--- config.mk ---
export PLATFORM = sky130hd
export DESIGN_NAME = ps2_key_decoder
export DESIGN_NICKNAME = d
export VERILOG_FILES = /design/src/rtl/ps2_key_decoder_pkg.sv /design/src/rtl/ps2_rx.sv /design/src/rtl/ps2_key_decoder.sv
export SDC_FILE = /design/constraint.sdc
export NUM_CORES = 1
export LEC_CHECK = 0
export CAP_MARGIN = 20
export CORE_UTILIZATION = 50
export DETAILED_ROUTE_END_ITERATION = 7
export PLACE_DENSITY_LB_ADDON = 0.05
export SLEW_MARGIN = 30
export SYNTH_ARGS = -nofsm -noshare
export SYNTH_HDL_FRONTEND = slang
export SYNTH_HIERARCHICAL = 1
export SYNTH_SLANG_ARGS = --single-unit
--- constraint.sdc ---
create_clock -name clk -period 2.4 [get_ports clk]
set_input_delay 0.6 -clock clk [delete_from_list [all_inputs] [get_ports clk]]
set_output_delay 0.6 -clock clk [all_outputs]
set_load 0.005 [all_outputs]
--- src/rtl/ps2_key_decoder_pkg.sv ---
// Shared scan codes (set 2), decoder state encoding and the frame parity helper
// for the PS/2 key decoder.
package ps2_key_decoder_pkg;

  localparam logic [7:0] PS2_EXT   = 8'hE0;
  localparam logic [7:0] PS2_BREAK = 8'hF0;
  localparam logic [7:0] PS2_W     = 8'h1D;
  localparam logic [7:0] PS2_S     = 8'h1B;
  localparam logic [7:0] PS2_UP    = 8'h75;
  localparam logic [7:0] PS2_DOWN  = 8'h72;

  typedef enum logic [1:0] {
    S_IDLE,
    S_EXT,
    S_BRK,
    S_EXTBRK
  } dec_state_t;

  // Odd parity over the data byte plus its parity bit.
  function automatic logic parity_ok(input logic [7:0] d, input logic p);
    return ^{d, p};
  endfunction

endpackage

--- src/rtl/ps2_rx.sv ---
// PS/2 frame receiver: pin synchronisers, ps2_clk glitch filter, 11-bit frame
// capture and checks. Define PS2_TIMEOUT_EN to discard stalled partial frames.
module ps2_rx
  import ps2_key_decoder_pkg::*;
#(
  parameter int FILTER_LEN     = 8,
  parameter int TIMEOUT_CYCLES = 100000
) (
  input  logic       clk,
  input  logic       rst,
  input  logic       ps2_clk,
  input  logic       ps2_data,
  output logic [7:0] data_byte,
  output logic       byte_valid,
  output logic       frame_err
);

  localparam int FW = $clog2(FILTER_LEN + 1);

  if (FILTER_LEN < 2 || TIMEOUT_CYCLES < 1) begin : g_bad_param
    $error("ps2_rx: FILTER_LEN must be >= 2 and TIMEOUT_CYCLES >= 1");
  end

  logic [1:0]    clk_sync;
  logic [1:0]    dat_sync;
  logic          filt;
  logic [FW-1:0] fcnt;
  logic [3:0]    bcnt;
  logic [7:0]    shreg;
  logic          par;
  logic          accept;
  logic          fall;
  logic          din;

  // A level change is taken on the FILTER_LEN-th consecutive differing sample.
  assign accept = (clk_sync[1] != filt) && (fcnt == FW'(FILTER_LEN - 1));
  assign fall   = accept && !clk_sync[1];
  assign din    = dat_sync[1];

`ifdef PS2_TIMEOUT_EN
  localparam int TW = $clog2(TIMEOUT_CYCLES + 1);
  logic [TW-1:0] tcnt;
`endif

  always_ff @(posedge clk or posedge rst) begin
    if (rst) begin
      clk_sync   <= 2'b11;
      dat_sync   <= 2'b11;
      filt       <= 1'b1;
      fcnt       <= '0;
      bcnt       <= '0;
      shreg      <= '0;
      par        <= 1'b0;
      data_byte  <= '0;
      byte_valid <= 1'b0;
      frame_err  <= 1'b0;
`ifdef PS2_TIMEOUT_EN
      tcnt       <= '0;
`endif
    end else begin
      clk_sync   <= {clk_sync[0], ps2_clk};
      dat_sync   <= {dat_sync[0], ps2_data};
      byte_valid <= 1'b0;
      frame_err  <= 1'b0;

      if (clk_sync[1] == filt) begin
        fcnt <= '0;
      end else if (accept) begin
        filt <= clk_sync[1];
        fcnt <= '0;
      end else begin
        fcnt <= fcnt + 1'b1;
      end

      if (fall) begin
        case (bcnt)
          4'd0: begin
            if (!din) bcnt <= 4'd1;
            else      frame_err <= 1'b1;
          end
          4'd9: begin
            par  <= din;
            bcnt <= 4'd10;
          end
          4'd10: begin
            bcnt <= '0;
            if (din && parity_ok(shreg, par)) begin
              data_byte  <= shreg;
              byte_valid <= 1'b1;
            end else begin
              frame_err <= 1'b1;
            end
          end
          default: begin
            shreg <= {din, shreg[7:1]};
            bcnt  <= bcnt + 1'b1;
          end
        endcase
      end

`ifdef PS2_TIMEOUT_EN
      if (accept)             tcnt <= '0;
      else if (bcnt != 4'd0)  tcnt <= tcnt + 1'b1;
      if (bcnt != 4'd0 && tcnt == TW'(TIMEOUT_CYCLES)) begin
        bcnt      <= '0;
        tcnt      <= '0;
        frame_err <= 1'b1;
      end
`endif
    end
  end

endmodule

--- src/rtl/ps2_key_decoder.sv ---
// PS/2 keyboard to paddle-key decoder: W/S drive keys_left, ArrowUp/ArrowDown drive
// keys_right. Define PS2_TIMEOUT_EN to enable the receiver's partial-frame timeout.
module ps2_key_decoder
  import ps2_key_decoder_pkg::*;
#(
  parameter int FILTER_LEN     = 8,
  parameter int TIMEOUT_CYCLES = 100000
) (
  input  logic       clk,
  input  logic       rst,
  input  logic       ps2_clk,
  input  logic       ps2_data,
  output logic [1:0] keys_left,
  output logic [1:0] keys_right,
  output logic       frame_err
);

  logic [7:0] rx_byte;
  logic       rx_valid;
  dec_state_t state;

  ps2_rx #(
    .FILTER_LEN    (FILTER_LEN),
    .TIMEOUT_CYCLES(TIMEOUT_CYCLES)
  ) u_rx (
    .clk       (clk),
    .rst       (rst),
    .ps2_clk   (ps2_clk),
    .ps2_data  (ps2_data),
    .data_byte (rx_byte),
    .byte_valid(rx_valid),
    .frame_err (frame_err)
  );

  // A receive error drops any pending E0/F0 prefix but keeps held keys.
  always_ff @(posedge clk or posedge rst) begin
    if (rst) begin
      state      <= S_IDLE;
      keys_left  <= 2'b00;
      keys_right <= 2'b00;
    end else if (frame_err) begin
      state <= S_IDLE;
    end else if (rx_valid) begin
      state <= S_IDLE;
      case (state)
        S_IDLE: begin
          case (rx_byte)
            PS2_EXT:   state <= S_EXT;
            PS2_BREAK: state <= S_BRK;
            PS2_W:     keys_left[1] <= 1'b1;
            PS2_S:     keys_left[0] <= 1'b1;
            default:   ;
          endcase
        end
        S_EXT: begin
          case (rx_byte)
            PS2_BREAK: state <= S_EXTBRK;
            PS2_UP:    keys_right[1] <= 1'b1;
            PS2_DOWN:  keys_right[0] <= 1'b1;
            default:   ;
          endcase
        end
        S_BRK: begin
          if (rx_byte == PS2_W) keys_left[1] <= 1'b0;
          if (rx_byte == PS2_S) keys_left[0] <= 1'b0;
        end
        S_EXTBRK: begin
          if (rx_byte == PS2_UP)   keys_right[1] <= 1'b0;
          if (rx_byte == PS2_DOWN) keys_right[0] <= 1'b0;
        end
        default: ;
      endcase
    end
  end

endmodule
=== Word level (Yosys, flattened, before mapping) ===
Cells that the tools add are included.

* Flip-flop bits (word level): 38
* Bits in latches: 0
* Bits in read-only memories: 0
* Logic and storage cells: 89
* Bits of input ports: 4
* Memories kept: 0
* RAM bits: 0

* Order comparisons: 0
* Equality and inequality tests: 23
* Div/mod/pow operators: 0
* Multipliers: 0
* Bitwise operators: 3
* Shift-type cells: 0
* Multiplexer cells: 26
* Add/sub/neg operators: 2
* Reduce and logical (&&, ||, !) cells: 20

{| class="wikitable"
|+ Operators by type and width
! cell !! count
|-
| $reduce_and 5->1 || 4
|-
| $ne 2x2->1 const B || 9
|-
| $eq 8x5->1 const B || 2
|-
| $eq 8x7->1 const B || 2
|-
| $eq 8x8->1 const B || 2
|-
| $pmux 2 s2 || 4
|-
| $mux 1 || 14
|-
| $mux 4 || 3
|-
| $pmux 4 s3 || 1
|-
| $reduce_xor 9->1 || 1
|-
| $add 4x1->4 const B || 2
|-
| $eq 4x4->1 const B || 2
|-
| $reduce_and 2->1 || 4
|-
| $mux 2 || 3
|-
| $reduce_bool 2->1 || 3
|-
| $eq 2x2->1 const B || 2
|-
| $eq 4x3->1 const B || 1
|-
| $logic_not 4->1 || 1
|-
| $logic_and 1x1->1 || 3
|-
| $not 1->1 || 3
|-
| $reduce_and 3->1 || 1
|-
| $reduce_or 3->1 || 1
|-
| $eq 2x1->1 const B || 1
|-
| $logic_not 2->1 || 1
|-
| other kinds (4) || 4
|}

=== Longest topological paths before layout ===
Gate-level depths: netlist of the first run.

* Depth in word-level cells: 5
* Gate-level depth with buffers: 7

=== By module ===
The synthesis of the first run kept the hierarchy.

{| class="wikitable"
|+ By module, submodules not included
! module !! times used !! seq. area each (um^2) !! area each (um^2) !! cells each
|-
| ps2_rx || 1 || 807.0 || 1456.4 || 111
|-
| ps2_key_decoder || 1 || 150.1 || 391.6 || 35
|}

=== Worst setup path after synthesis of the first run ===
Ideal clock, no wire load.

* Path type: flip-flop to flip-flop
* From: register u_rx.fcnt[0]
* To: register u_rx.shreg[0]
* Cell stages (with the launch flop): 8
* Arrival: 1718 ps
* Path buffers: 2
* Setup slack: 557 ps
* Period minus slack after synthesis: 1843 ps
* Cells stage by stage: dfrtp_1 ha_1 and3b_1 and3b_1 clkbuf_1 nand2b_1 buf_2 mux2_2

* Longest elaborated chain between the ends: 4

{| class="wikitable"
|+ RTL lines
! element !! line !! RTL
|-
| from (decl) || ps2_rx.sv:27 || <nowiki>logic [FW-1:0] fcnt;</nowiki>
|-
| from (signal assigned) || ps2_rx.sv:72 || <nowiki>fcnt <= fcnt + 1'b1;</nowiki>
|-
| $eq 4x3->1 || ps2_rx.sv:36 || <nowiki>assign accept = (clk_sync[1] != filt) && (fcnt == FW'(FILTER_LEN - 1));</nowiki>
|-
| $logic_and 1x1->1 || ps2_rx.sv:36 ||
|-
| $logic_and 1x1->1 || ps2_rx.sv:37 || <nowiki>assign fall = accept && !clk_sync[1];</nowiki>
|-
| $reduce_and 2->1 (no source line) || -- ||
|-
| to (signal assigned) || ps2_rx.sv:95 || <nowiki>shreg <= {din, shreg[7:1]};</nowiki>
|-
| to (decl) || ps2_rx.sv:29 || <nowiki>logic [7:0] shreg;</nowiki>
|}

No other way between the ends.
A chain may end at the register's enable or synchronous reset.

=== Worst setup path in the final report of the first run ===
* From: register u_rx.shreg[6]
* To: register u_rx.data_byte[4]

* Longest elaborated chain between the ends: 3

{| class="wikitable"
|+ RTL lines
! element !! line !! RTL
|-
| $reduce_xor 9->1 || ps2_key_decoder_pkg.sv:21 || <nowiki>return ^{d, p};</nowiki>
|-
| $logic_and 1x1->1 || ps2_rx.sv:87 || <nowiki>if (din && parity_ok(shreg, par)) begin</nowiki>
|-
| $reduce_and 3->1 (no source line) || -- ||
|-
| to (signal assigned) || ps2_rx.sv:88 || <nowiki>data_byte <= shreg;</nowiki>
|-
| to (decl) || ps2_rx.sv:13 || <nowiki>output logic [7:0] data_byte,</nowiki>
|}

No other way between the ends.

==> report_table.html, run 1 <==
<table>
<tr><th>Metric</th><th>Value</th></tr>
<tr><th colspan="2">Worst setup path</th></tr>
<tr><td>Worst Path Required</td><td>2.57 ns</td></tr>
<tr><td>CP max stage delay</td><td>0.44 ns</td></tr>
<tr><td>Count of buffering cells on the critical path with inverters included</td><td>0</td></tr>
<tr><td>Startpoint types</td><td>flop</td></tr>
<tr><td>Data arrival at the endpoint of the critical path</td><td>2.16 ns</td></tr>
<tr><td>CP cell instances</td><td>xnor2_1 -&gt; xnor3_1 -&gt; xnor2_2 -&gt; nand4_4 -&gt; mux2_2</td></tr>
<tr><td>Category of the worst setup path capture point</td><td>flop</td></tr>
<tr><td>Slowest-stage cell, CP</td><td>sky130_fd_sc_hd__xnor3_1</td></tr>
<tr><td>Family of cells with the greatest summed delay on the critical path</td><td>XOR/XNOR gates</td></tr>
<tr><td>Type of the worst setup path</td><td>flop to flop</td></tr>
<tr><td>CP Max Fanout</td><td>8</td></tr>
<tr><th colspan="2">Finish</th></tr>
<tr><td>Multi-input gate area in the final layout</td><td>841 um2</td></tr>
<tr><td>Number of antenna repair diodes</td><td>0</td></tr>
<tr><td>Layout cells sized above 1</td><td>0.261</td></tr>
<tr><td>Area used by sequential logic in the layout</td><td>957 um2</td></tr>
<tr><td>Area of all placed cells without fillers</td><td>0.00213 mm2</td></tr>
<tr><td>Final Net Count</td><td>169</td></tr>
<tr><td>Fill cell count</td><td>275</td></tr>
<tr><td>Number of standard cells in the final layout excluding fillers</td><td>207</td></tr>
<tr><td>Post-synthesis to final-layout area growth</td><td>15.1%</td></tr>
<tr><th colspan="2">Timing</th></tr>
<tr><td>Post-route clock skew</td><td>0.00762 ns</td></tr>
<tr><td>Transition time at the pin with the least slew margin</td><td>0.453 ns</td></tr>
<tr><td>Highest clock frequency the design can meet</td><td>502 MHz</td></tr>
<tr><td>Accumulated negative setup slack</td><td>0 ns</td></tr>
<tr><td>Final count of negative-setup-slack endpoints</td><td>0</td></tr>
<tr><td>Number of max-slew violations in the final report</td><td>0</td></tr>
<tr><td>RSZ-0062 raised after global routing</td><td>no</td></tr>
<tr><td>Headroom to the max-slew limit</td><td>0.694</td></tr>
<tr><td>Period utilization</td><td>0.829</td></tr>
<tr><td>Hold violation total from the final report</td><td>0</td></tr>
<tr><td>Final critical path time including I/O delays and setup</td><td>1.99 ns</td></tr>
<tr><th colspan="2">Clock tree</th></tr>
<tr><td>Quantity of gates resized following cts</td><td>0</td></tr>
<tr><td>TritonCTS clock tree</td><td>yes</td></tr>
<tr><td>Number of clock sinks seen by CTS</td><td>38</td></tr>
<tr><td>Quantity of hold-fixing buffers added after cts</td><td>0</td></tr>
<tr><td>Clock tree buffer depth</td><td>2</td></tr>
<tr><td>Post-CTS Repair Setup Buffers</td><td>0</td></tr>
<tr><td>Skew-Pair Late Insertion Delay</td><td>0.29 ns</td></tr>
<tr><td>Clock tree root buffer cell</td><td>sky130_fd_sc_hd__clkbuf_8</td></tr>
<tr><td>Number of CTS-inserted buffers</td><td>5</td></tr>
<tr><td>Clock slew seen by the registers of the worst setup and hold paths</td><td>0.07 ns</td></tr>
<tr><td>H-tree levels</td><td>2</td></tr>
<tr><th colspan="2">Drt</th></tr>
<tr><td>Drt wl/cell</td><td>15.1 um</td></tr>
<tr><td># DRC</td><td>0</td></tr>
<tr><td>Via Count</td><td>1,126</td></tr>
<tr><td>Wirelength, routed</td><td>3.13 mm</td></tr>
<tr><td>Pre-Repair DR Iteration Count</td><td>4</td></tr>
<tr><td>Post-DR vias/cell</td><td>5.44</td></tr>
<tr><td>Initial drt markers</td><td>79</td></tr>
<tr><td>Remaining antenna violation count</td><td>0</td></tr>
<tr><th colspan="2">Synthesis</th></tr>
<tr><td>Top post-synthesis cells by area</td><td>sky130_fd_sc_hd__dfrtp_1 (45%), sky130_fd_sc_hd__mux2_2 (12%), sky130_fd_sc_hd__dfstp_2 (7.1%), sky130_fd_sc_hd__ha_1 (3.4%), sky130_fd_sc_hd__xnor2_1 (2.8%)</td></tr>
<tr><td>Fraction of post-synthesis cell area in the top cell type by area</td><td>0.447</td></tr>
<tr><td>Proportion of synthesized flip-flops having asynchronous set or reset</td><td>1.00</td></tr>
<tr><td>Number of nets produced by synthesis</td><td>155</td></tr>
<tr><td>Leading register cell type out of synthesis</td><td>sky130_fd_sc_hd__dfrtp_1</td></tr>
<tr><td>Sequential area share after synthesis</td><td>0.518</td></tr>
<tr><td>Count of distinct cell types in the synthesized netlist</td><td>40</td></tr>
<tr><td>Synthesized area</td><td>0.00185 mm2</td></tr>
<tr><td>Register bit count reported by yosys</td><td>38</td></tr>
<tr><td>Most area-hungry cell type in the Yosys netlist</td><td>sky130_fd_sc_hd__dfrtp_1</td></tr>
<tr><td>Cell count after synthesis</td><td>146</td></tr>
<tr><td>Syn. warnings</td><td>6</td></tr>
<tr><td>EDFF count, synth</td><td>0</td></tr>
<tr><td>Synthesized area per cell</td><td>12.7 um2</td></tr>
<tr><th colspan="2">Place</th></tr>
<tr><td>Area post-placement</td><td>0.00198 mm2</td></tr>
<tr><td>Placed cells</td><td>199</td></tr>
<tr><td>Buffers added on ports</td><td>8</td></tr>
<tr><td>Detailed Place HPWL</td><td>2.27 mm</td></tr>
<tr><td>Final weighted congestion of routability-driven global placement</td><td>0.840</td></tr>
<tr><th colspan="2">Global routing</th></tr>
<tr><td>Maximum number of pins on one net before global-route repair</td><td>33</td></tr>
<tr><td>Antenna violations before repair</td><td>0</td></tr>
<tr><td>GR Util All Layers</td><td>0.200</td></tr>
<tr><td>Congestion Overflow GR</td><td>0</td></tr>
<tr><td>Number of global-route vias before repair</td><td>1,234</td></tr>
<tr><td>First-pass GRT wire length</td><td>5.83 mm</td></tr>
<tr><th colspan="2">Floorplan</th></tr>
<tr><td>Overall die height</td><td>62.8 um</td></tr>
<tr><td>Total number of placement rows</td><td>21</td></tr>
<tr><td>Number of top-level pins</td><td>9</td></tr>
<tr><td>Die Outline Area</td><td>0.00394 mm2</td></tr>
<tr><td>Initial core utilization</td><td>0.537</td></tr>
<tr><td>Standard cell core area</td><td>0.00344 mm2</td></tr>
<tr><td>Die Width</td><td>62.8 um</td></tr>
<tr><th colspan="2">Outcome</th></tr>
<tr><td>Outcome</td><td>complete, no violations</td></tr>
<tr><th colspan="2">Hold path</th></tr>
<tr><td>Class of the most critical hold timing path</td><td>flop to flop</td></tr>
<tr><th colspan="2">Pwr</th></tr>
<tr><td>Power density cells</td><td>685 mW/mm2</td></tr>
<tr><td>Worst vdd ir</td><td>367 uV</td></tr>
<tr><td>Leakage power figure</td><td>0.976 nW</td></tr>
<tr><th colspan="2">Run</th></tr>
<tr><td>Max-capacitance violation count</td><td>0</td></tr>
</table>
==> through the flow <==
step	util	setup WS [ns]	power, W	hold slack, ns
floorplan	-	0.557	0.000776	0.345
global placement	0.577	0.451	0.000797	0.347
detailed placement	0.577	0.411	0.000804	0.349
CTS	0.618	0.396	0.00148	0.362
global route	0.618	0.250	0.00154	0.368
finish	0.618	0.410	0.00146	0.361
==> power breakdown <==
part,internal [W],switching (W)
combinational,0.0000406,0.0000454
clock,0.000443,0.000222
sequential,0.000679,0.0000269
==> cells by family (layout without fill, tap and decap cells) <==
kind of cell | Yosys count | after routing | synth area share
AND/OR/NAND/NOR | 39 | 39 | 0.163
flip-flops | 38 | 38 | 0.518
multiplexers | 24 | 24 | 0.144
AO/OA/AOI/OAI | 18 | 18 | 0.0603
buffers and inverters | 13 | 28 | 0.0271
XOR/XNOR | 9 | 9 | 0.0542
adder cells (fa/ha/maj) | 5 | 5 | 0.0339
==> flip-flops by register name, summed over array words and instances, names as in the netlist <==
signal and flops:
u_rx/data_byte 8, u_rx/shreg 8, u_rx/bcnt 4, u_rx/fcnt 4, keys_left 2, keys_right 2, state 2, u_rx/clk_sync 2
u_rx/dat_sync 2, u_rx/byte_valid 1, u_rx/filt 1, u_rx/frame_err 1, u_rx/par 1
==> path summary, 6_finish.rpt <==
kind | from | end | slack (ns) | cells past startpoint
min reg2reg | u_rx/clk_sync[0] | u_rx/clk_sync[1] | 0.36 | 0
max reg2reg | u_rx/shreg[6] | u_rx/data_byte[4] | 0.41 | 5
min | u_rx/clk_sync[0] | u_rx/clk_sync[1] | 0.36 | 0
min in group asynchronous | rst | keys_left[1] | 0.55 | 2
max in group asynchronous | rst | u_rx/clk_sync[1] | 1.35 | 3
max | u_rx/shreg[6] | u_rx/data_byte[4] | 0.41 | 5
==> cell usage after synthesis, types with 2 or more instances <==
| cell | instances |
|---|---|
| sky130_fd_sc_hd__and3b_1 | 3 |
| sky130_fd_sc_hd__ha_1 | 5 |
| sky130_fd_sc_hd__nor2_1 | 5 |
| sky130_fd_sc_hd__nand2b_1 | 5 |
| sky130_fd_sc_hd__a21oi_1 | 8 |
| sky130_fd_sc_hd__nand3_1 | 3 |
| sky130_fd_sc_hd__dfrtp_1 | 33 |
| sky130_fd_sc_hd__nor4_1 | 2 |
| sky130_fd_sc_hd__mux2i_1 | 4 |
| sky130_fd_sc_hd__nor3_1 | 2 |
| sky130_fd_sc_hd__inv_1 | 11 |
| sky130_fd_sc_hd__dfstp_2 | 5 |
| sky130_fd_sc_hd__nand2_1 | 4 |
| sky130_fd_sc_hd__xnor2_1 | 6 |
| sky130_fd_sc_hd__nor2b_1 | 2 |
| sky130_fd_sc_hd__mux2_2 | 19 |
| sky130_fd_sc_hd__nor3b_1 | 2 |
| sky130_fd_sc_hd__o21ai_0 | 3 |
| sky130_fd_sc_hd__nor4b_2 | 3 |
==> final cells by class <==
class                      instances  share of cell area
sequential                        38               0.450
multi-input combinational         95               0.395
timing repair buffer               9              0.0412
clock buffer                       6              0.0388
clock inverter                     2              0.0282
tap                               46              0.0271
inverter                          11              0.0194
==> routing by layer <==
layer | GRT usage | routed length [um] | share of wire
met5 | 0 | 0 | 0
met4 | 0.0901 | 47 | 0.015
met3 | 0.0547 | 83 | 0.027
met2 | 0.317 | 1490 | 0.48
met1 | 0.256 | 1510 | 0.48
==> cells in the final DEF (no fill, tap or decap), types with 3 or more instances in the layout <==
cell	instances
sky130_fd_sc_hd__a21oi_1	8
sky130_fd_sc_hd__and3b_1	3
sky130_fd_sc_hd__clkbuf_8	6
sky130_fd_sc_hd__clkdlybuf4s50_1	8
sky130_fd_sc_hd__dfrtp_1	33
sky130_fd_sc_hd__dfstp_2	5
sky130_fd_sc_hd__ha_1	5
sky130_fd_sc_hd__inv_1	11
sky130_fd_sc_hd__mux2_2	19
sky130_fd_sc_hd__mux2i_1	4
sky130_fd_sc_hd__nand2_1	4
sky130_fd_sc_hd__nand2b_1	5
sky130_fd_sc_hd__nand3_1	3
sky130_fd_sc_hd__nor2_1	5
sky130_fd_sc_hd__nor4b_2	3
sky130_fd_sc_hd__o21ai_0	3
sky130_fd_sc_hd__xnor2_1	6
Power figures use the tool's default switching activity.
==> inputs of run 2 (changes only) <==
==> constraint.sdc (replaced) <==
create_clock -name clk -period 2 [get_ports clk]
set_input_delay 0.5 -clock clk [delete_from_list [all_inputs] [get_ports clk]]
set_output_delay 0.5 -clock clk [all_outputs]
set_load 0.005 [all_outputs]
==> run 2 against run 1 <==
Flip-flop and latch count stayed put. Non-clock buffer count grew 8. Cell count increased by 3.9%. Clock power decreased by 2%. Fmax grew 5.4%. Via count rose by 2.3%. Combinational power increased by 26%. Critical endpoint is now u_rx/data_byte[6]. Largest power group unchanged. Sequential share of layout area fell by 0.96 points. Clock skew hardly changed. Die area did not move. Utilization up 1.3 points. Register-to-register slack worse by 0.30 ns.
==> report_table.html, run 2 (synthesis gave the netlist of run 1 again) <==
<table>
<tr><th>Metric</th><th>Value</th></tr>
<tr><th colspan="2">Finish</th></tr>
<tr><td>Area used by sequential logic in the layout</td><td>957 um2 (unchanged)</td></tr>
<tr><td>Number of standard cells in the final layout excluding fillers</td><td>215 (was 207)</td></tr>
<tr><td>Leading cell type in the layout, fill and taps excluded</td><td>sky130_fd_sc_hd__dfrtp_1 (unchanged)</td></tr>
<tr><td>Most frequent cells in the layout</td><td>sky130_fd_sc_hd__dfrtp_1 (33), sky130_fd_sc_hd__mux2_2 (19), sky130_fd_sc_hd__inv_1 (11) (was sky130_fd_sc_hd__dfrtp_1 (33), sky130_fd_sc_hd__mux2_2 (19), sky130_fd_sc_hd__inv_1 (11), sky130_fd_sc_hd__a21oi_1 (8), sky130_fd_sc_hd__clkdlybuf4s50_1 (8))</td></tr>
<tr><td>Number of antenna repair diodes</td><td>0 (unchanged)</td></tr>
<tr><td>Largest regs</td><td>u_rx/data_byte (8), u_rx/shreg (8) (unchanged)</td></tr>
<tr><td>Final Net Count</td><td>177 (was 169)</td></tr>
<tr><td>Post-synthesis to final-layout area growth</td><td>17.6% (was 15.1%)</td></tr>
<tr><td>Multi-input gate area in the final layout</td><td>843 um2 (was 841 um2)</td></tr>
<tr><td>Fill cell count</td><td>269 (was 275)</td></tr>
<tr><td>Layout cells sized above 1</td><td>0.302 (was 0.261)</td></tr>
<tr><th colspan="2">Clock tree</th></tr>
<tr><td>Clock tree root buffer cell</td><td>sky130_fd_sc_hd__clkbuf_8 (unchanged)</td></tr>
<tr><td>Clock slew seen by the registers of the worst setup and hold paths</td><td>0.08 ns (was 0.07 ns)</td></tr>
<tr><td>TritonCTS clock tree</td><td>yes (unchanged)</td></tr>
<tr><td>Number of CTS-inserted buffers</td><td>5 (unchanged)</td></tr>
<tr><td>Quantity of hold-fixing buffers added after cts</td><td>0 (unchanged)</td></tr>
<tr><td>Clock tree buffer depth</td><td>2 (unchanged)</td></tr>
<tr><td>Number of clock sinks seen by CTS</td><td>38 (unchanged)</td></tr>
<tr><td>H-tree levels</td><td>2 (unchanged)</td></tr>
<tr><td>Skew-Pair Late Insertion Delay</td><td>0.29 ns (about the same)</td></tr>
<tr><th colspan="2">Drt</th></tr>
<tr><td>Initial drt markers</td><td>72 (was 79)</td></tr>
<tr><td>Via Count</td><td>1,152 (was 1,126)</td></tr>
<tr><td>Post-DR vias/cell</td><td>5.36 (was 5.44)</td></tr>
<tr><td># DRC</td><td>0 (unchanged)</td></tr>
<tr><td>Drt wl/cell</td><td>14.5 um (was 15.1 um)</td></tr>
<tr><td>Pre-Repair DR Iteration Count</td><td>4 (unchanged)</td></tr>
<tr><td>Remaining antenna violation count</td><td>0 (unchanged)</td></tr>
<tr><td>Wirelength, routed</td><td>3.13 mm (about the same)</td></tr>
<tr><th colspan="2">Timing</th></tr>
<tr><td>Accumulated negative setup slack</td><td>0 ns (unchanged)</td></tr>
<tr><td>Final critical path time including I/O delays and setup</td><td>1.89 ns (was 1.99 ns)</td></tr>
<tr><td>RSZ-0062 raised after global routing</td><td>no (unchanged)</td></tr>
<tr><td>Number of max-slew violations in the final report</td><td>0 (unchanged)</td></tr>
<tr><td>Headroom to the max-slew limit</td><td>0.721 (was 0.694)</td></tr>
<tr><td>Hold violation total from the final report</td><td>0 (unchanged)</td></tr>
<tr><td>Final count of negative-setup-slack endpoints</td><td>0 (unchanged)</td></tr>
<tr><td>Post-route clock skew</td><td>0.00779 ns (was 0.00762 ns)</td></tr>
<tr><td>Period utilization</td><td>0.944 (was 0.829)</td></tr>
<tr><td>Transition time at the pin with the least slew margin</td><td>0.416 ns (was 0.453 ns)</td></tr>
<tr><td>Highest clock frequency the design can meet</td><td>530 MHz (was 502 MHz)</td></tr>
<tr><th colspan="2">Worst setup path</th></tr>
<tr><td>Count of buffering cells on the critical path with inverters included</td><td>0 (unchanged)</td></tr>
<tr><td>Category of the worst setup path capture point</td><td>flop (unchanged)</td></tr>
<tr><td>CP max stage delay</td><td>0.45 ns (was 0.44 ns)</td></tr>
<tr><td>Family of cells with the greatest summed delay on the critical path</td><td>XOR/XNOR gates (unchanged)</td></tr>
<tr><td>Data arrival at the endpoint of the critical path</td><td>2.07 ns (was 2.16 ns)</td></tr>
<tr><td>CP Max Fanout</td><td>8 (unchanged)</td></tr>
<tr><td>Startpoint types</td><td>flop (unchanged)</td></tr>
<tr><td>Reg2Reg Setup Slack</td><td>0.11 ns (was 0.41 ns)</td></tr>
<tr><td>CP cell instances</td><td>xnor2_1 -&gt; xnor3_1 -&gt; xnor2_2 -&gt; nand4_4 -&gt; mux2_2 (unchanged)</td></tr>
<tr><td>Critical path depth</td><td>5 (unchanged)</td></tr>
<tr><td>Type of the worst setup path</td><td>flop to flop (unchanged)</td></tr>
<tr><td>Slowest-stage cell, CP</td><td>sky130_fd_sc_hd__xnor3_1 (unchanged)</td></tr>
<tr><td>R2R cell count</td><td>5 (unchanged)</td></tr>
<tr><td>Worst Path Required</td><td>2.18 ns (was 2.57 ns)</td></tr>
<tr><th colspan="2">Pwr</th></tr>
<tr><td>Power density cells</td><td>739 mW/mm2 (was 685 mW/mm2)</td></tr>
<tr><td>Worst vdd ir</td><td>502 uV (was 367 uV)</td></tr>
<tr><td>Leakage power figure</td><td>1.00 nW (was 0.976 nW)</td></tr>
<tr><th colspan="2">Global routing</th></tr>
<tr><td>First-pass GRT wire length</td><td>5.77 mm (was 5.83 mm)</td></tr>
<tr><td>Number of global-route vias before repair</td><td>1,202 (was 1,234)</td></tr>
<tr><td>Congestion Overflow GR</td><td>0 (unchanged)</td></tr>
<tr><td>GR Util All Layers</td><td>0.195 (was 0.200)</td></tr>
<tr><td>Antenna violations before repair</td><td>0 (unchanged)</td></tr>
<tr><td>Maximum number of pins on one net before global-route repair</td><td>33 (unchanged)</td></tr>
<tr><th colspan="2">Place</th></tr>
<tr><td>Buffers added on ports</td><td>8 (unchanged)</td></tr>
<tr><td>Detailed Place HPWL</td><td>2.32 mm (was 2.27 mm)</td></tr>
<tr><td>Placed cells</td><td>205 (was 199)</td></tr>
<tr><td>Final weighted congestion of routability-driven global placement</td><td>0.809 (was 0.840)</td></tr>
<tr><th colspan="2">Floorplan</th></tr>
<tr><td>Standard cell core area</td><td>0.00344 mm2 (unchanged)</td></tr>
<tr><td>Initial core utilization</td><td>0.537 (unchanged)</td></tr>
<tr><td>Number of top-level pins</td><td>9 (unchanged)</td></tr>
<tr><td>Overall die height</td><td>62.8 um (unchanged)</td></tr>
<tr><td>Die Width</td><td>62.8 um (unchanged)</td></tr>
<tr><td>Total number of placement rows</td><td>21 (unchanged)</td></tr>
<tr><td>Die Outline Area</td><td>0.00394 mm2 (unchanged)</td></tr>
<tr><th colspan="2">Hold path</th></tr>
<tr><td>Class of the most critical hold timing path</td><td>flop to flop (unchanged)</td></tr>
<tr><td>Number of stages on the worst hold path</td><td>0 (unchanged)</td></tr>
<tr><th colspan="2">Run</th></tr>
<tr><td>Max-capacitance violation count</td><td>0 (unchanged)</td></tr>
<tr><th colspan="2">Outcome</th></tr>
<tr><td>Outcome</td><td>complete, no violations (unchanged)</td></tr>
</table>
-- run 2: what timing repair did --
action | CTS | global route
resized for setup | 0 | 1
setup buffers | 0 | 2
endpoints found under the setup margin | 0 | 16
-- run 2: metal layers --
| metal | GRT usage | routed length [um] |
|---|---|---|
| met1 | 0.254 | 1500 |
| met2 | 0.311 | 1470 |
| met3 | 0.0547 | 105 |
| met4 | 0.0698 | 57 |
| met5 | 0 | 0 |
-- run 2: final timing paths --
check,startpoint,end
max,u_rx/shreg[6],u_rx/data_byte[6]
min,u_rx/dat_sync[0],u_rx/dat_sync[1]
max reg2reg,u_rx/shreg[6],u_rx/data_byte[6]
min reg2reg,u_rx/dat_sync[0],u_rx/dat_sync[1]
max in group asynchronous,rst,u_rx/clk_sync[1]
min in group asynchronous,rst,state[0]
-- run 2: power by group --
group / leakage (nW) / switching [W] / internal (W)
combinational: 0.439 / 0.0000559 / 0.0000521
sequential: 0.511 / 0.0000332 / 0.000815
clock: 0.0504 / 0.000279 / 0.000371
total: 1.00 / 0.000368 / 0.00124
-- run 2: cell type report --
cell class	count	share of cell area
Clock buffer	5	0.0317
Clock inverter	3	0.0207
Inverter	11	0.0190
Multi-Input combinational cell	95	0.388
Sequential cell	38	0.440
Tap cell	46	0.0265
Timing Repair Buffer	17	0.0737
-- run 2: through the flow --
stage | instance area, um2 | utilization | hold WS, ns | worst slack [ns] | total power (W)
after floorplan | 1850 | - | 0.291 | 0.157 | 0.000932
after global placement | 2040 | 0.593 | 0.348 | 0.107 | 0.000960
after detailed placement | 2040 | 0.593 | 0.347 | 0.0444 | 0.000969
after CTS | 2160 | 0.626 | 0.357 | 0.0341 | 0.00163
after global routing | 2170 | 0.631 | 0.361 | 0.0122 | 0.00170
final | 2170 | 0.631 | 0.356 | 0.112 | 0.00161
-- run 2: worst reg2reg max path, cell delays in order (launching register included) --
cell and delay [ns]:
sky130_fd_sc_hd__dfrtp_1 0.41, sky130_fd_sc_hd__xnor2_1 0.17, sky130_fd_sc_hd__xnor3_1 0.45, sky130_fd_sc_hd__xnor2_2 0.23
sky130_fd_sc_hd__nand4_4 0.20, sky130_fd_sc_hd__mux2_2 0.32
==> inputs of run 3 (changes only) <==
--- a/config.mk
+++ b/config.mk
@@ -14,3 +14,4 @@
 export SYNTH_HDL_FRONTEND = slang
 export SYNTH_HIERARCHICAL = 1
 export SYNTH_SLANG_ARGS = --single-unit
+export TNS_END_PERCENT = 5
==> run 3 against run 2 <==
Flip-flop and latch count did not move. Highest routed layer unchanged. Worst hold slack barely moved. Critical path type unchanged. Utilization is 0.44 points lower. Combinational power about the same. Critical endpoint unchanged. First-iteration DRC count fell by 1.4%. Critical path depth unchanged. Routed wire length decreased by 0.35%. Via count down 0.95%. Worst setup slack worse by 0.016 ns. Final area fell by 0.69%. Non-clock buffer count down 2. Largest power group unchanged.
==> report_table.html, run 3 (synthesis gave the netlist of run 1 again) <==
<table>
<tr><th>Metric</th><th>Value</th></tr>
<tr><th colspan="2">Floorplan</th></tr>
<tr><td>Number of top-level pins</td><td>9 (unchanged)</td></tr>
<tr><td>Die Outline Area</td><td>0.00394 mm2 (unchanged)</td></tr>
<tr><td>Overall die height</td><td>62.8 um (unchanged)</td></tr>
<tr><td>Initial core utilization</td><td>0.537 (unchanged)</td></tr>
<tr><td>Total number of placement rows</td><td>21 (unchanged)</td></tr>
<tr><td>Die Width</td><td>62.8 um (unchanged)</td></tr>
<tr><td>Standard cell core area</td><td>0.00344 mm2 (unchanged)</td></tr>
<tr><th colspan="2">Worst setup path</th></tr>
<tr><td>Type of the worst setup path</td><td>flop to flop (unchanged)</td></tr>
<tr><td>Endpoint of the lowest-slack register-to-register path</td><td>u_rx/data_byte[6] (unchanged)</td></tr>
<tr><td>Worst Path Required</td><td>2.18 ns (about the same)</td></tr>
<tr><td>Category of the worst setup path capture point</td><td>flop (unchanged)</td></tr>
<tr><td>Startpoint types</td><td>flop (unchanged)</td></tr>
<tr><td>R2R cell count</td><td>5 (unchanged)</td></tr>
<tr><td>Origin of the critical flop-to-flop path</td><td>u_rx/shreg[6] (unchanged)</td></tr>
<tr><td>Reg2Reg Setup Slack</td><td>0.1 ns (was 0.11 ns)</td></tr>
<tr><td>CP cell instances</td><td>xnor2_1 -&gt; xnor3_1 -&gt; xnor2_2 -&gt; nand4_4 -&gt; mux2_2 (unchanged)</td></tr>
<tr><td>CP Max Fanout</td><td>8 (unchanged)</td></tr>
<tr><td>CP Launch Point</td><td>u_rx/shreg[6] (unchanged)</td></tr>
<tr><td>Data arrival at the endpoint of the critical path</td><td>2.08 ns (was 2.07 ns)</td></tr>
<tr><td>Slowest-stage cell, CP</td><td>sky130_fd_sc_hd__xnor3_1 (unchanged)</td></tr>
<tr><td>End point of the critical path</td><td>u_rx/data_byte[6] (unchanged)</td></tr>
<tr><td>CP max stage delay</td><td>0.45 ns (about the same)</td></tr>
<tr><th colspan="2">Outcome</th></tr>
<tr><td>Outcome</td><td>complete, no violations (unchanged)</td></tr>
<tr><th colspan="2">Global routing</th></tr>
<tr><td>First-pass GRT wire length</td><td>5.77 mm (unchanged)</td></tr>
<tr><td>GR Util All Layers</td><td>0.195 (unchanged)</td></tr>
<tr><td>Busiest grt layer</td><td>met2 (unchanged)</td></tr>
<tr><td>Congestion Overflow GR</td><td>0 (unchanged)</td></tr>
<tr><td>Antenna violations before repair</td><td>0 (unchanged)</td></tr>
<tr><td>Met1 usage in global routing</td><td>0.254 (unchanged)</td></tr>
<tr><td>Number of global-route vias before repair</td><td>1,202 (unchanged)</td></tr>
<tr><td>Met3 Track Usage GR</td><td>0.0547 (unchanged)</td></tr>
<tr><td>Maximum number of pins on one net before global-route repair</td><td>33 (unchanged)</td></tr>
<tr><td>M2 GR Usage</td><td>0.311 (unchanged)</td></tr>
<tr><th colspan="2">Drt</th></tr>
<tr><td>Via Count</td><td>1,141 (was 1,152)</td></tr>
<tr><td>Drt wl/cell</td><td>14.6 um (was 14.5 um)</td></tr>
<tr><td>Wirelength, routed</td><td>3.12 mm (was 3.13 mm)</td></tr>
<tr><td>Pre-Repair DR Iteration Count</td><td>4 (unchanged)</td></tr>
<tr><td>Post-DR vias/cell</td><td>5.36 (about the same)</td></tr>
<tr><td># DRC</td><td>0 (unchanged)</td></tr>
<tr><td>Remaining antenna violation count</td><td>0 (unchanged)</td></tr>
<tr><td>Initial drt markers</td><td>71 (was 72)</td></tr>
<tr><th colspan="2">Timing</th></tr>
<tr><td>Post-route clock skew</td><td>0.00680 ns (was 0.00779 ns)</td></tr>
<tr><td>Hold violation total from the final report</td><td>0 (unchanged)</td></tr>
<tr><td>Headroom to the max-slew limit</td><td>0.715 (was 0.721)</td></tr>
<tr><td>Final critical path time including I/O delays and setup</td><td>1.90 ns (was 1.89 ns)</td></tr>
<tr><td>Number of max-slew violations in the final report</td><td>0 (unchanged)</td></tr>
<tr><td>Period utilization</td><td>0.952 (was 0.944)</td></tr>
<tr><td>Highest clock frequency the design can meet</td><td>525 MHz (was 530 MHz)</td></tr>
<tr><td>Worst-case hold slack</td><td>0.357 ns (was 0.356 ns)</td></tr>
<tr><td>Transition time at the pin with the least slew margin</td><td>0.424 ns (was 0.416 ns)</td></tr>
<tr><td>Accumulated negative setup slack</td><td>0 ns (unchanged)</td></tr>
<tr><td>RSZ-0062 raised after global routing</td><td>yes (was no)</td></tr>
<tr><td>Final count of negative-setup-slack endpoints</td><td>0 (unchanged)</td></tr>
<tr><th colspan="2">Finish</th></tr>
<tr><td>Most frequent cells in the layout</td><td>sky130_fd_sc_hd__dfrtp_1 (33), sky130_fd_sc_hd__mux2_2 (19), sky130_fd_sc_hd__inv_1 (11), sky130_fd_sc_hd__a21oi_1 (8), sky130_fd_sc_hd__clkdlybuf4s50_1 (8) (was sky130_fd_sc_hd__dfrtp_1 (33), sky130_fd_sc_hd__mux2_2 (19), sky130_fd_sc_hd__inv_1 (11))</td></tr>
<tr><td>Number of antenna repair diodes</td><td>0 (unchanged)</td></tr>
<tr><td>Area of all placed cells without fillers</td><td>0.00216 mm2 (was 0.00217 mm2)</td></tr>
<tr><td>Post-synthesis to final-layout area growth</td><td>16.8% (was 17.6%)</td></tr>
<tr><td>Final Net Count</td><td>175 (was 177)</td></tr>
<tr><td>Largest regs</td><td>u_rx/data_byte (8), u_rx/shreg (8) (unchanged)</td></tr>
<tr><td>Layout cells sized above 1</td><td>0.293 (was 0.302)</td></tr>
<tr><td>Leading cell type in the layout, fill and taps excluded</td><td>sky130_fd_sc_hd__dfrtp_1 (unchanged)</td></tr>
<tr><td>Core occupancy in the finished layout</td><td>0.627 (was 0.631)</td></tr>
<tr><th colspan="2">Pwr</th></tr>
<tr><td>Power density cells</td><td>745 mW/mm2 (was 739 mW/mm2)</td></tr>
<tr><td>P_sw</td><td>0.000371 W (was 0.000368 W)</td></tr>
<tr><td>Internal power contribution</td><td>0.00124 W (about the same)</td></tr>
<tr><td>Sw Share</td><td>0.230 (was 0.229)</td></tr>
<tr><td>Worst vdd ir</td><td>507 uV (was 502 uV)</td></tr>
<tr><td>Leakage power figure</td><td>0.990 nW (was 1.00 nW)</td></tr>
<tr><td>Proportion of power drawn by combinational gates</td><td>0.067 (about the same)</td></tr>
<tr><td>Proportion of power drawn by flip-flops and latches</td><td>0.527 (was 0.528)</td></tr>
<tr><td>Clock network fraction of design power</td><td>0.405 (was 0.404)</td></tr>
<tr><th colspan="2">Clock tree</th></tr>
<tr><td>Clock tree buffer depth</td><td>2 (unchanged)</td></tr>
<tr><td>TritonCTS clock tree</td><td>yes (unchanged)</td></tr>
<tr><td>Clock slew seen by the registers of the worst setup and hold paths</td><td>0.07 ns (was 0.08 ns)</td></tr>
<tr><td>Quantity of hold-fixing buffers added after cts</td><td>0 (unchanged)</td></tr>
<tr><td>Quantity of gates resized following cts</td><td>0 (unchanged)</td></tr>
<tr><td>Number of CTS-inserted buffers</td><td>5 (unchanged)</td></tr>
<tr><td>Post-CTS Repair Setup Buffers</td><td>0 (unchanged)</td></tr>
<tr><td>H-tree levels</td><td>2 (unchanged)</td></tr>
<tr><td>Number of clock sinks seen by CTS</td><td>38 (unchanged)</td></tr>
<tr><td>Clock tree root buffer cell</td><td>sky130_fd_sc_hd__clkbuf_8 (unchanged)</td></tr>
<tr><td>Skew-Pair Late Insertion Delay</td><td>0.29 ns (about the same)</td></tr>
<tr><th colspan="2">Place</th></tr>
<tr><td>Area post-placement</td><td>0.00204 mm2 (unchanged)</td></tr>
<tr><td>Buffers added on ports</td><td>8 (unchanged)</td></tr>
<tr><td>Detailed Place HPWL</td><td>2.32 mm (unchanged)</td></tr>
<tr><td>Final weighted congestion of routability-driven global placement</td><td>0.809 (unchanged)</td></tr>
<tr><th colspan="2">Hold path</th></tr>
<tr><td>Number of stages on the worst hold path</td><td>0 (unchanged)</td></tr>
<tr><td>Class of the most critical hold timing path</td><td>flop to flop (unchanged)</td></tr>
<tr><th colspan="2">Run</th></tr>
<tr><td>Max-capacitance violation count</td><td>0 (unchanged)</td></tr>
</table>
==> run 3: final cells by class <==
class	instances	area [um2]
clock buffer	5	68.8
sequential	38	957
clock inverter	3	45.0
inverter	11	41.3
timing repair buffer	15	145
fill	272	1280
multi-input combinational	95	843
tap	46	57.6
==> run 3: through the flow <==
stage               power (W)  worst slack [ns]  std cells
finish                0.00161            0.0965        213
global route          0.00170          -0.00552        213
CTS                   0.00163            0.0341        213
detailed placement   0.000969            0.0444        205
global placement     0.000960             0.107        205
floorplan            0.000932             0.157        146
==> run 3: critical path, delay by kind of cell (launching register included) <==
kind	cells	cell delay (ns)
xor gates and xnor gates	3	0.84
and+or+nand+nor	1	0.21
muxes	1	0.32
DFF	1	0.42
==> run 3: worst min path at each step <==
stage / from / to
2_1_floorplan: rst / keys_left[0]
3_3_place_gp: u_rx/dat_sync[0] / u_rx/dat_sync[1]
3_5_place_dp: u_rx/dat_sync[0] / u_rx/dat_sync[1]
4_1_cts: u_rx/dat_sync[0] / u_rx/dat_sync[1]
5_1_grt: u_rx/dat_sync[0] / u_rx/dat_sync[1]
6_report: u_rx/dat_sync[0] / u_rx/dat_sync[1]
==> run 3: metal layers <==
| layer | vias up | wire length, um |
|---|---|---|
| met1 | 554 | 1480 |
| li1 | 560 | - |
| met2 | 21 | 1480 |
| met3 | 6 | 100 |
| met4 | 0 | 55 |
| met5 | - | 0 |
==> run 3: power groups by stage <==
stage	clock network, W	registers [W]	logic [W]
global placement	0	0.000859	0.000101
finish	0.000652	0.000848	0.000109
floorplan	0	0.000853	0.0000781
CTS	0.000669	0.000848	0.000108
detailed placement	0	0.000862	0.000107
global route	0.000715	0.000856	0.000129
